<file path="src/rtl/draw_sprite_if.sv">
// vga_if: one pixel of VGA timing plus colour, shared by every draw stage.
interface vga_if;
  logic [11:0] hcount;
  logic [11:0] vcount;
  logic        hsync;
  logic        vsync;
  logic        hblnk;
  logic        vblnk;
  logic [11:0] rgb;

  modport in  (input  hcount, vcount, hsync, vsync, hblnk, vblnk, rgb);
  modport out (output hcount, vcount, hsync, vsync, hblnk, vblnk, rgb);
endinterface

</file>
<file path="src/rtl/draw_sprite.sv">
// draw_sprite: overlays a SPR_W x SPR_H image read from an external synchronous
// ROM onto the VGA stream at a per-frame latched position. Timing fields are
// delayed so they leave aligned with the ROM data; in.* -> out.* is ROM_LAT+2 clk.
// Optional feature macro: SPRITE_COLORKEY_EN (sprite pixels equal to COLORKEY
// are transparent and show the background).
module draw_sprite #(
  parameter int SPR_W    = 48,
  parameter int SPR_H    = 64,
  parameter int ADDR_X_W = 6,
  parameter int ADDR_Y_W = 6,
  parameter int ROM_LAT  = 1
`ifdef SPRITE_COLORKEY_EN
  , parameter logic [11:0] COLORKEY = 12'hF0F
`endif
) (
  input  logic                         clk,
  input  logic                         rst,
  input  logic [11:0]                  xpos,
  input  logic [11:0]                  ypos,
  input  logic                         spr_en,
  output logic [ADDR_Y_W+ADDR_X_W-1:0] pixel_addr,
  input  logic [11:0]                  rgb_pixel,
  vga_if.in                            in,
  vga_if.out                           out
);
  localparam int AW     = ADDR_Y_W + ADDR_X_W;
  localparam int STAGES = ROM_LAT + 1;

  typedef struct packed {
    logic [11:0] hcount;
    logic [11:0] vcount;
    logic        hsync;
    logic        vsync;
    logic        hblnk;
    logic        vblnk;
    logic [11:0] rgb;
  } vga_t;

  typedef struct packed {
    vga_t v;
    logic hit;
  } tap_t;

  logic                vb_q, vb_d;
  logic [11:0]         x_q, x_d;
  logic [11:0]         y_q, y_d;
  logic                en_q, en_d;
  logic [AW-1:0]       addr_q, addr_d;
  tap_t [STAGES-1:0]   dl_q, dl_d;
  vga_t                out_q, out_d;

  logic                hit;
  logic [12:0]         hc13, vc13, x_end, y_end;
  logic [ADDR_X_W-1:0] dx;
  logic [ADDR_Y_W-1:0] dy;

  // Frame latch: position/enable only move on the rising edge of vblnk.
  always_comb begin
    vb_d = in.vblnk;
    x_d  = x_q;
    y_d  = y_q;
    en_d = en_q;
    if (in.vblnk && !vb_q) begin
      x_d  = xpos;
      y_d  = ypos;
      en_d = spr_en;
    end
  end

  // Hit test in 13 bits so the sprite's right/bottom edge never wraps to 0;
  // the blanking gate clips anything beyond the visible area.
  always_comb begin
    hc13   = {1'b0, in.hcount};
    vc13   = {1'b0, in.vcount};
    x_end  = {1'b0, x_q} + 13'(SPR_W);
    y_end  = {1'b0, y_q} + 13'(SPR_H);
    hit    = en_q & ~in.hblnk & ~in.vblnk &
             (hc13 >= {1'b0, x_q}) & (hc13 < x_end) &
             (vc13 >= {1'b0, y_q}) & (vc13 < y_end);
    dx     = ADDR_X_W'(in.hcount - x_q);
    dy     = ADDR_Y_W'(in.vcount - y_q);
    addr_d = hit ? {dy, dx} : '0;
  end

  // Delay line: stage 0 captures the input pixel alongside the ROM address,
  // the remaining ROM_LAT stages wait for rgb_pixel.
  always_comb begin
    dl_d[0].v.hcount = in.hcount;
    dl_d[0].v.vcount = in.vcount;
    dl_d[0].v.hsync  = in.hsync;
    dl_d[0].v.vsync  = in.vsync;
    dl_d[0].v.hblnk  = in.hblnk;
    dl_d[0].v.vblnk  = in.vblnk;
    dl_d[0].v.rgb    = in.rgb;
    dl_d[0].hit      = hit;
    for (int i = 1; i < STAGES; i++) dl_d[i] = dl_q[i-1];
  end

  // Output mux: ROM pixel wins over the background on a hit.
  always_comb begin
    out_d = dl_q[STAGES-1].v;
`ifdef SPRITE_COLORKEY_EN
    if (dl_q[STAGES-1].hit && (rgb_pixel != COLORKEY)) out_d.rgb = rgb_pixel;
`else
    if (dl_q[STAGES-1].hit) out_d.rgb = rgb_pixel;
`endif
  end

  // State registers; reset flushes the whole pipe and hides the sprite.
  always_ff @(posedge clk) begin
    if (rst) begin
      vb_q   <= 1'b0;
      x_q    <= '0;
      y_q    <= '0;
      en_q   <= 1'b0;
      addr_q <= '0;
      dl_q   <= '0;
      out_q  <= '0;
    end else begin
      vb_q   <= vb_d;
      x_q    <= x_d;
      y_q    <= y_d;
      en_q   <= en_d;
      addr_q <= addr_d;
      dl_q   <= dl_d;
      out_q  <= out_d;
    end
  end

  assign pixel_addr = addr_q;
  assign out.hcount = out_q.hcount;
  assign out.vcount = out_q.vcount;
  assign out.hsync  = out_q.hsync;
  assign out.vsync  = out_q.vsync;
  assign out.hblnk  = out_q.hblnk;
  assign out.vblnk  = out_q.vblnk;
  assign out.rgb    = out_q.rgb;
endmodule
</file>
<file path="src/flat_wrapper.sv">
// flat-port wrapper written by rule: the top's interface ports become plain ports
module draw_sprite_flat 
#(
  parameter int SPR_W    = 48,
  parameter int SPR_H    = 64,
  parameter int ADDR_X_W = 6,
  parameter int ADDR_Y_W = 6,
  parameter int ROM_LAT  = 1

)
  (clk, rst, xpos, ypos, spr_en, pixel_addr, rgb_pixel, in_hcount, in_vcount, in_hsync, in_vsync, in_hblnk, in_vblnk, in_rgb, out_hcount, out_vcount, out_hsync, out_vsync, out_hblnk, out_vblnk, out_rgb);
  vga_if in_i ();
  vga_if out_i ();
  input  logic clk;
  input  logic rst;
  input  logic [11:0] xpos;
  input  logic [11:0] ypos;
  input  logic spr_en;
  output logic [ADDR_Y_W+ADDR_X_W-1:0] pixel_addr;
  input  logic [11:0] rgb_pixel;
  input wire logic [$bits(in_i.hcount)-1:0] in_hcount;
  input wire logic [$bits(in_i.vcount)-1:0] in_vcount;
  input wire logic [$bits(in_i.hsync)-1:0] in_hsync;
  input wire logic [$bits(in_i.vsync)-1:0] in_vsync;
  input wire logic [$bits(in_i.hblnk)-1:0] in_hblnk;
  input wire logic [$bits(in_i.vblnk)-1:0] in_vblnk;
  input wire logic [$bits(in_i.rgb)-1:0] in_rgb;
  output wire logic [$bits(out_i.hcount)-1:0] out_hcount;
  output wire logic [$bits(out_i.vcount)-1:0] out_vcount;
  output wire logic [$bits(out_i.hsync)-1:0] out_hsync;
  output wire logic [$bits(out_i.vsync)-1:0] out_vsync;
  output wire logic [$bits(out_i.hblnk)-1:0] out_hblnk;
  output wire logic [$bits(out_i.vblnk)-1:0] out_vblnk;
  output wire logic [$bits(out_i.rgb)-1:0] out_rgb;
  assign in_i.hcount = in_hcount;
  assign in_i.vcount = in_vcount;
  assign in_i.hsync = in_hsync;
  assign in_i.vsync = in_vsync;
  assign in_i.hblnk = in_hblnk;
  assign in_i.vblnk = in_vblnk;
  assign in_i.rgb = in_rgb;
  assign out_hcount = out_i.hcount;
  assign out_vcount = out_i.vcount;
  assign out_hsync = out_i.hsync;
  assign out_vsync = out_i.vsync;
  assign out_hblnk = out_i.hblnk;
  assign out_vblnk = out_i.vblnk;
  assign out_rgb = out_i.rgb;
  draw_sprite #(.SPR_W(SPR_W), .SPR_H(SPR_H), .ADDR_X_W(ADDR_X_W), .ADDR_Y_W(ADDR_Y_W), .ROM_LAT(ROM_LAT)) u_core (.clk(clk), .rst(rst), .xpos(xpos), .ypos(ypos), .spr_en(spr_en), .pixel_addr(pixel_addr), .rgb_pixel(rgb_pixel), .in(in_i), .out(out_i));
endmodule
</file>
<file path="config.mk">
export PLATFORM = sky130hd
export DESIGN_NAME = draw_sprite_flat
export DESIGN_NICKNAME = d
export VERILOG_FILES = /design/src/rtl/draw_sprite_if.sv /design/src/rtl/draw_sprite.sv /design/src/flat_wrapper.sv
export SDC_FILE = /design/constraint.sdc
export NUM_CORES = 1
export LEC_CHECK = 0
export BUFFER_PORTS_ARGS = -buffer_cell sky130_fd_sc_hd__buf_2
export CORE_ASPECT_RATIO = 1.5
export CORE_MARGIN = 3
export CORE_UTILIZATION = 30
export CTS_BUF_LIST = sky130_fd_sc_hd__clkbuf_16
export CTS_CLUSTER_DIAMETER = 30
export DETAILED_ROUTE_END_ITERATION = 6
export GPL_ROUTABILITY_DRIVEN = 0
export REMOVE_ABC_BUFFERS = 1
export SETUP_SLACK_MARGIN = 0.2
export SYNTH_ARGS = -nofsm -noshare
export SYNTH_HDL_FRONTEND = slang
export SYNTH_SLANG_ARGS = --single-unit
export TNS_END_PERCENT = 5
</file>
<file path="constraint.sdc">
create_clock -name clk -period 3.1 [get_ports clk]
set_input_delay 0.775 -clock clk [delete_from_list [all_inputs] [get_ports clk]]
set_output_delay 0.775 -clock clk [all_outputs]
set_load 0.1 [all_outputs]
</file>
==> out/metrics.yaml, run 1 <==
route:
  wl_per_cell_um: 12.69
  vias_per_cell: 4.173
  drtIter0Drc: 168
  drcViolationCount: 0
  dr.pass1.iters: 4
  antenna_left: 0
  wirelength_um: 12370
  vias: 4069
worst_hold_path:
  whs_path_depth: 1
  hold_path.class: "reg -> reg"
pwr:
  powerDensity_nw_per_um2: 634.6
  internal-power_w: 0.003502
  p_clk_share_pct: 43.5
  p_sw_w: 0.001211
  sequentialPowerShare_pct: 45.6
  p_comb_share_pct: 10.9
  p_leak_nw: 3.158
  p_sw_share_pct: 25.70
  vdd_drop_max_mv: 0.3428
placement:
  io_buffers: 130
  hpwl_um: 9041
die:
  num_io_pins: 131
  start_util_pct: 30.77
  core-area_um2: 19240
  die_x_um: 120.7
  dieArea_um2: 21490
  die_y_um: 178.0
  fp-row-count: 62
clock_network:
  cts_resized: 0
  postCtsSetupBuffers: 0
  clkTransAtPathRegs_ns: 0.06
  cts_buffers: 17
  cts_root_buf: "clkbuf_16"
  cts_sinks: 159
  clock_path_buffers: 2
  cts_tree: "done"
  cts_hold_buf: 0
  h-tree-depth: 4
  clk_latency_ns: 0.42
logic_synthesis:
  ys.warnings.count: 0
  synth_compound_area_share_pct: 6.193
  synth.area.mux_share_pct: 2.029
  yosys.area_share.simple_pct: 22.64
  synthXorXnorAreaFrac_pct: 2.663
  synth.top_cell.area_share_pct: 53.77
  synth_top_family_by_area: "simple AND/OR/NAND/NOR gates"
  synth-async-reset-ratio_pct: 0
  yosysUniqueCellTypes: 40
  postSynthCellCount: 580
  synth_area_per_cell_um2: 10.21
  netlist_area_um2: 5919
  yosys.area.top_type: "dfxtp_1"
  seq_area_frac_synth_pct: 53.77
  synth-edff-count: 0
  yosys.area_share.adder_pct: 9.131
  synthTopCellsByArea: "dfxtp_1 (54%), nor2b_1 (12%), ha_1 (8.5%)"
  ys_ff_latch: 159
  synth_flop_cell: "dfxtp_1"
critical_path:
  timing.critical_path.fanout_max: 13
  reg2reg_depth: 9
  reg2reg_slack_ns: 0.43
  crit_arrival_ns: 2.99
  required_ns: 3.42
  end_kind: "register"
  crit_type: "reg -> reg"
  critPathLaunchType: "register"
layout:
  fill_cells: 2021
  area_delta_synth_final_pct: 25.47
  drive_above_1_share_pct: 25.45
  nNetsFinal: 827
  final_util_pct: 38.61
  diodes: 0
global_routing:
  grt_pass1_vias: 3971
  antenna_found_initial: 0
  grt_max_degree: 147
  grtUsageTotal_pct: 12.12
  grt_overflow: 0
  grt_pass1_wl_um: 20020
sta:
  holdWs_ns: 0.4327
  hold_violations: 0
  fin_crit_ns: 2.671
  fin_worst_skew_ns: 0.003819
  slew_violations: 0
  fmax_mhz: 374.4
  tightest_slew_ns: 0.9650
  rsz0062_at_grt: "true"
  tns_ns: 0
  slew_headroom_pct: 35.67
  finalSetupViolCount: 0
  post-route-period-util_pct: 86.16
run:
  maxCapViolCount: 0
run_status:
  status: "finished clean"
## cell usage in the layout (no fill, tap or decap), types with 2 or more instances in the layout
| cell | Yosys | routed |
|---|---|---|
| fa_1 | 2 | 2 |
| bufinv_16 | 0 | 2 |
| inv_6 | 0 | 4 |
| a21o_1 | 2 | 2 |
| nand2b_1 | 5 | 5 |
| buf_2 | 1 | 129 |
| nor3_1 | 5 | 5 |
| dfxtp_1 | 159 | 159 |
| ha_1 | 40 | 40 |
| clkinv_4 | 0 | 4 |
| nor2_1 | 21 | 21 |
| clkbuf_16 | 0 | 17 |
| inv_1 | 27 | 27 |
| o2111ai_1 | 2 | 2 |
| a21oi_1 | 42 | 42 |
| nor4_2 | 10 | 11 |
| o211a_1 | 2 | 2 |
| clkinvlp_4 | 0 | 2 |
| o21ai_0 | 8 | 8 |
| nand4_1 | 3 | 3 |
| xnor2_1 | 14 | 14 |
| buf_4 | 0 | 3 |
| nor2b_1 | 113 | 112 |
| nand3_1 | 9 | 9 |
| clkinv_2 | 0 | 3 |
| nand2_1 | 56 | 56 |
| o211ai_1 | 2 | 2 |
| mux2i_1 | 12 | 12 |
| xor2_1 | 4 | 4 |
## per-layer routing
layer  vias up  track usage (%)  wire (µm)
li1       2146                -          -
met5         -                0          0
met3        17            2.697        532
met1      1801            14.40       5407
met2       105            20.64       6192
met4         0            5.813        236
## registers in the layout, summed over array words and instances, names as in the netlist, 12 cells and up
| signal | count |
|---|---|
| u_core.y_q | 12 |
| u_core.out.hcount | 12 |
| u_core.dl_d | 40 |
| u_core.out.rgb | 12 |
| u_core.out.vcount | 12 |
| u_core.x_q | 12 |
| u_core.dl_q | 41 |
| u_core.pixel_addr | 12 |
## cells in the mapped netlist (2+ instances only)
cell,n
mux2i_1,12
inv_1,27
o211ai_1,2
nand2_1,56
a21oi_1,42
clkbuf_1,22
nand3_1,9
nor2b_1,113
o21ai_0,8
ha_1,40
o211a_1,2
nor4_2,10
nor3_1,5
a21o_1,2
xor2_1,4
nor4_1,2
xnor2_1,14
dfxtp_1,159
nand2b_1,5
nor2_1,21
o2111ai_1,2
fa_1,2
nand4_1,3
buf_1,2
## final cells by class
class	instances	area, µm²	share of cell area (%)
inverter	28	105.1	1.415
timing repair buffer	133	688.2	9.266
multi-input combinational	367	2545	34.27
clock inverter	15	160.2	2.156
tap	256	320.3	4.313
sequential	159	3183	42.86
clock buffer	17	425.4	5.728
## cells by family after synthesis
family,count (synthesis)
buffers and inverters,54
AND/OR/NAND/NOR,232
multiplexers,12
AO/OA/AOI/OAI,63
XOR/XNOR,18
flip-flops,159
adder cells (fa/ha/maj),42
## through the flow
stage               setup slack, ns  cell area [µm²]  total power, W  cells
global placement             0.3189             6824        0.002706    943
finish                       0.4290             7427        0.004713    975
floorplan                    0.5546             5813        0.002536    554
global route                 0.1481             7427        0.004940    975
detailed placement           0.2370             6824        0.002712    943
CTS                          0.2253             7410        0.004796    975
## worst paths after layout
check	startpoint	to
min reg2reg	u_core.dl_q[56]	u_core.out.vsync
min	u_core.dl_q[56]	u_core.out.vsync
max	u_core.x_q[6]	u_core.pixel_addr[10]
max reg2reg	u_core.x_q[6]	u_core.pixel_addr[10]
## critical path, cell delays in order (launching register included)
cell	delay, ns
dfxtp_1	0.44
o2111ai_1	0.21
nor3_1	0.21
xnor2_1	0.14
ha_1	0.28
a21oi_1	0.17
a21oi_1	0.13
nor4_4	0.28
o2111ai_4	0.35
nor4_1	0.36
## power groups by stage
stage,clock network (W),logic [W],registers [W]
after floorplan,0,0.000243,0.00229
after global placement,0,0.000509,0.00220
after detailed placement,0,0.000515,0.00220
after CTS,0.00213,0.000518,0.00215
after global routing,0.00221,0.000574,0.00216
final,0.00205,0.000513,0.00215
Note: power is estimated with default switching activity, not from simulation.
==> run 2: changes to the inputs <==
- CTS_CLUSTER_DIAMETER: 30 -> not set
- REMOVE_ABC_BUFFERS: 1 -> not set
==> out/metrics.yaml, run 2 (synthesis gave the netlist of run 1 again) <==
run_status:
  status: "finished clean"  # unchanged
die:
  dieArea_um2: 21490  # unchanged
  fp-row-count: 62  # unchanged
  die_y_um: 178.0  # unchanged
  core-area_um2: 19240  # unchanged
  num_io_pins: 131  # unchanged
  start_util_pct: 30.77  # unchanged
  die_x_um: 120.7  # unchanged
critical_path:
  end_kind: "register"  # unchanged
  crit_arrival_ns: 2.95  # was 2.99 ns
  reg2reg_to: "u_core.pixel_addr[5]"  # was u_core.pixel_addr[10]
  crit_start: "u_core.x_q[6]"  # unchanged
  reg2reg_from: "u_core.x_q[6]"  # unchanged
  required_ns: 3.43  # was 3.42 ns
  reg2reg_depth: 10  # was 9
  crit_type: "reg -> reg"  # unchanged
  critPathLaunchType: "register"  # unchanged
  crit_path_end: "u_core.pixel_addr[5]"  # was u_core.pixel_addr[10]
  reg2reg_slack_ns: 0.48  # was 0.43 ns
  timing.critical_path.fanout_max: 6  # was 13
layout:
  fill_cells: 1968  # was 2021
  final_common_cell: "dfxtp_1"  # unchanged
  drive_above_1_share_pct: 24.97  # was 25.45%
  largest_register_ffs: 41  # unchanged
  top_register: "u_core.dl_q"  # unchanged
  area_delta_synth_final_pct: 25.49  # was 25.47%
  design_area_um2: 7428  # was 7427 µm²
  most-common-layout-cells: "dfxtp_1 (159), buf_2 (129), nor2b_1 (112), nand2_1 (56), a21oi_1 (42)"  # unchanged
  nNetsFinal: 830  # was 827
sta:
  fin_worst_skew_ns: 0.009459  # was 0.003819 ns
  fin_crit_ns: 2.621  # was 2.671 ns
  tightest_slew_ns: 0.7488  # was 0.9650 ns
  post-route-period-util_pct: 84.54  # was 86.16%
  rsz0062_at_grt: "false"  # was true
  slew_violations: 0  # unchanged
  fmax_mhz: 381.6  # was 374.4 MHz
  setup_ws_ns: 0.4794  # was 0.4290 ns
  hold_violations: 0  # unchanged
  tns_ns: 0  # unchanged
  slew_headroom_pct: 50.01  # was 35.67%
  finalSetupViolCount: 0  # unchanged
route:
  vias: 4102  # was 4069
  wl_per_cell_um: 13.26  # was 12.69 µm
  wirelength_um: 12970  # was 12370 µm
  drtIter0Drc: 183  # was 168
  drcViolationCount: 0  # unchanged
  antenna_left: 0  # unchanged
  dr.pass1.iters: 4  # unchanged
  vias_per_cell: 4.194  # was 4.173
clock_network:
  h-tree-depth: 4  # unchanged
  clk_latency_ns: 0.42  # about the same
  cts_hold_buf: 0  # unchanged
  clkTransAtPathRegs_ns: 0.06  # about the same
  cts_root_buf: "clkbuf_16"  # unchanged
  cts_buffers: 17  # unchanged
  cts_tree: "done"  # unchanged
  cts_sinks: 159  # unchanged
  clock_path_buffers: 2  # unchanged
placement:
  placed_cell_area_um2: 6824  # unchanged
  hpwl_um: 9377  # was 9041 µm
  place_ws_ns: 0.2089  # was 0.2370 ns
  io_buffers: 130  # unchanged
global_routing:
  grtUsageTotal_pct: 12.31  # was 12.12%
  grt_overflow: 0  # unchanged
  antenna_found_initial: 1  # was 0
  grt_max_degree: 147  # unchanged
  grt_pass1_wl_um: 20040  # was 20020 µm
  grt_pass1_vias: 3952  # was 3971
run:
  maxCapViolCount: 0  # unchanged
worst_hold_path:
  hold_path.class: "reg -> reg"  # unchanged
  whs_path_depth: 1  # unchanged
pwr:
  powerDensity_nw_per_um2: 628.6  # was 634.6 nW/µm²
  p_leak_nw: 3.155  # was 3.158 nW
  vdd_drop_max_mv: 0.3457  # was 0.3428 mV
logic_synthesis:
  syn_nets: 701
-- run 2: layout make-up --
class,count,area (µm²),share of cell area (%)
antenna,1,2.502,0.03369
clock buffer,17,425.4,5.727
clock inverter,14,142.6,1.920
inverter,28,105.1,1.415
multi-input combinational,367,2539,34.18
sequential,159,3183,42.85
tap,256,320.3,4.312
timing repair buffer,136,710.7,9.567
-- run 2: stage by stage --
step	util, %	instances	hold WS, ns	power [W]
after global routing	38.61	978	0.4467	0.004887
after global placement	35.47	943	0.4160	0.002704
after floorplan	-	580	0.4138	0.002565
after CTS	38.42	974	0.4352	0.004753
final	38.61	978	0.4315	0.004669
after detailed placement	35.47	943	0.4204	0.002711
-- run 2: repair_timing --
| item | in CTS | in global routing |
|---|---|---|
| endpoints found under the setup margin | 0 | 13 |
| gates resized for setup | 0 | 1 |
| setup buffers | 0 | 3 |
-- run 2: routing by layer --
metal	vias up	track usage, %	wire, µm
li1	2163	-	-
met1	1843	13.38	5283
met2	84	21.95	6927
met3	12	2.919	482
met4	0	6.664	271
met5	-	0	0
-- run 2: worst min path at each step --
stage                               start          endpoint  slack, ns
after detailed placement  u_core.dl_d[71]   u_core.dl_q[71]       0.42
after global placement    u_core.dl_d[46]   u_core.dl_q[46]       0.42
after global routing      u_core.dl_q[56]  u_core.out.vsync       0.45
after floorplan           u_core.dl_d[41]   u_core.dl_q[41]       0.41
final                     u_core.dl_d[78]   u_core.dl_q[78]       0.43
after CTS                 u_core.dl_d[65]   u_core.dl_q[65]       0.44
-- run 2: worst max-delay path: stages (launching register included) --
cell,delay [ns]
dfxtp_1,0.43
o2111ai_1,0.20
nor3_1,0.22
xnor2_1,0.16
ha_1,0.28
a21oi_1,0.15
a21oi_1,0.12
nor4_4,0.32
o2111ai_4,0.18
buf_4,0.21
nor4_2,0.26
-- run 2: power by group --
group | internal (W) | switching, W | total, W
registers | 0.00212 | 0.0000275 | 0.00215
logic | 0.000184 | 0.000327 | 0.000511
clock network | 0.00118 | 0.000830 | 0.00201
total | 0.00349 | 0.00118 | 0.00467
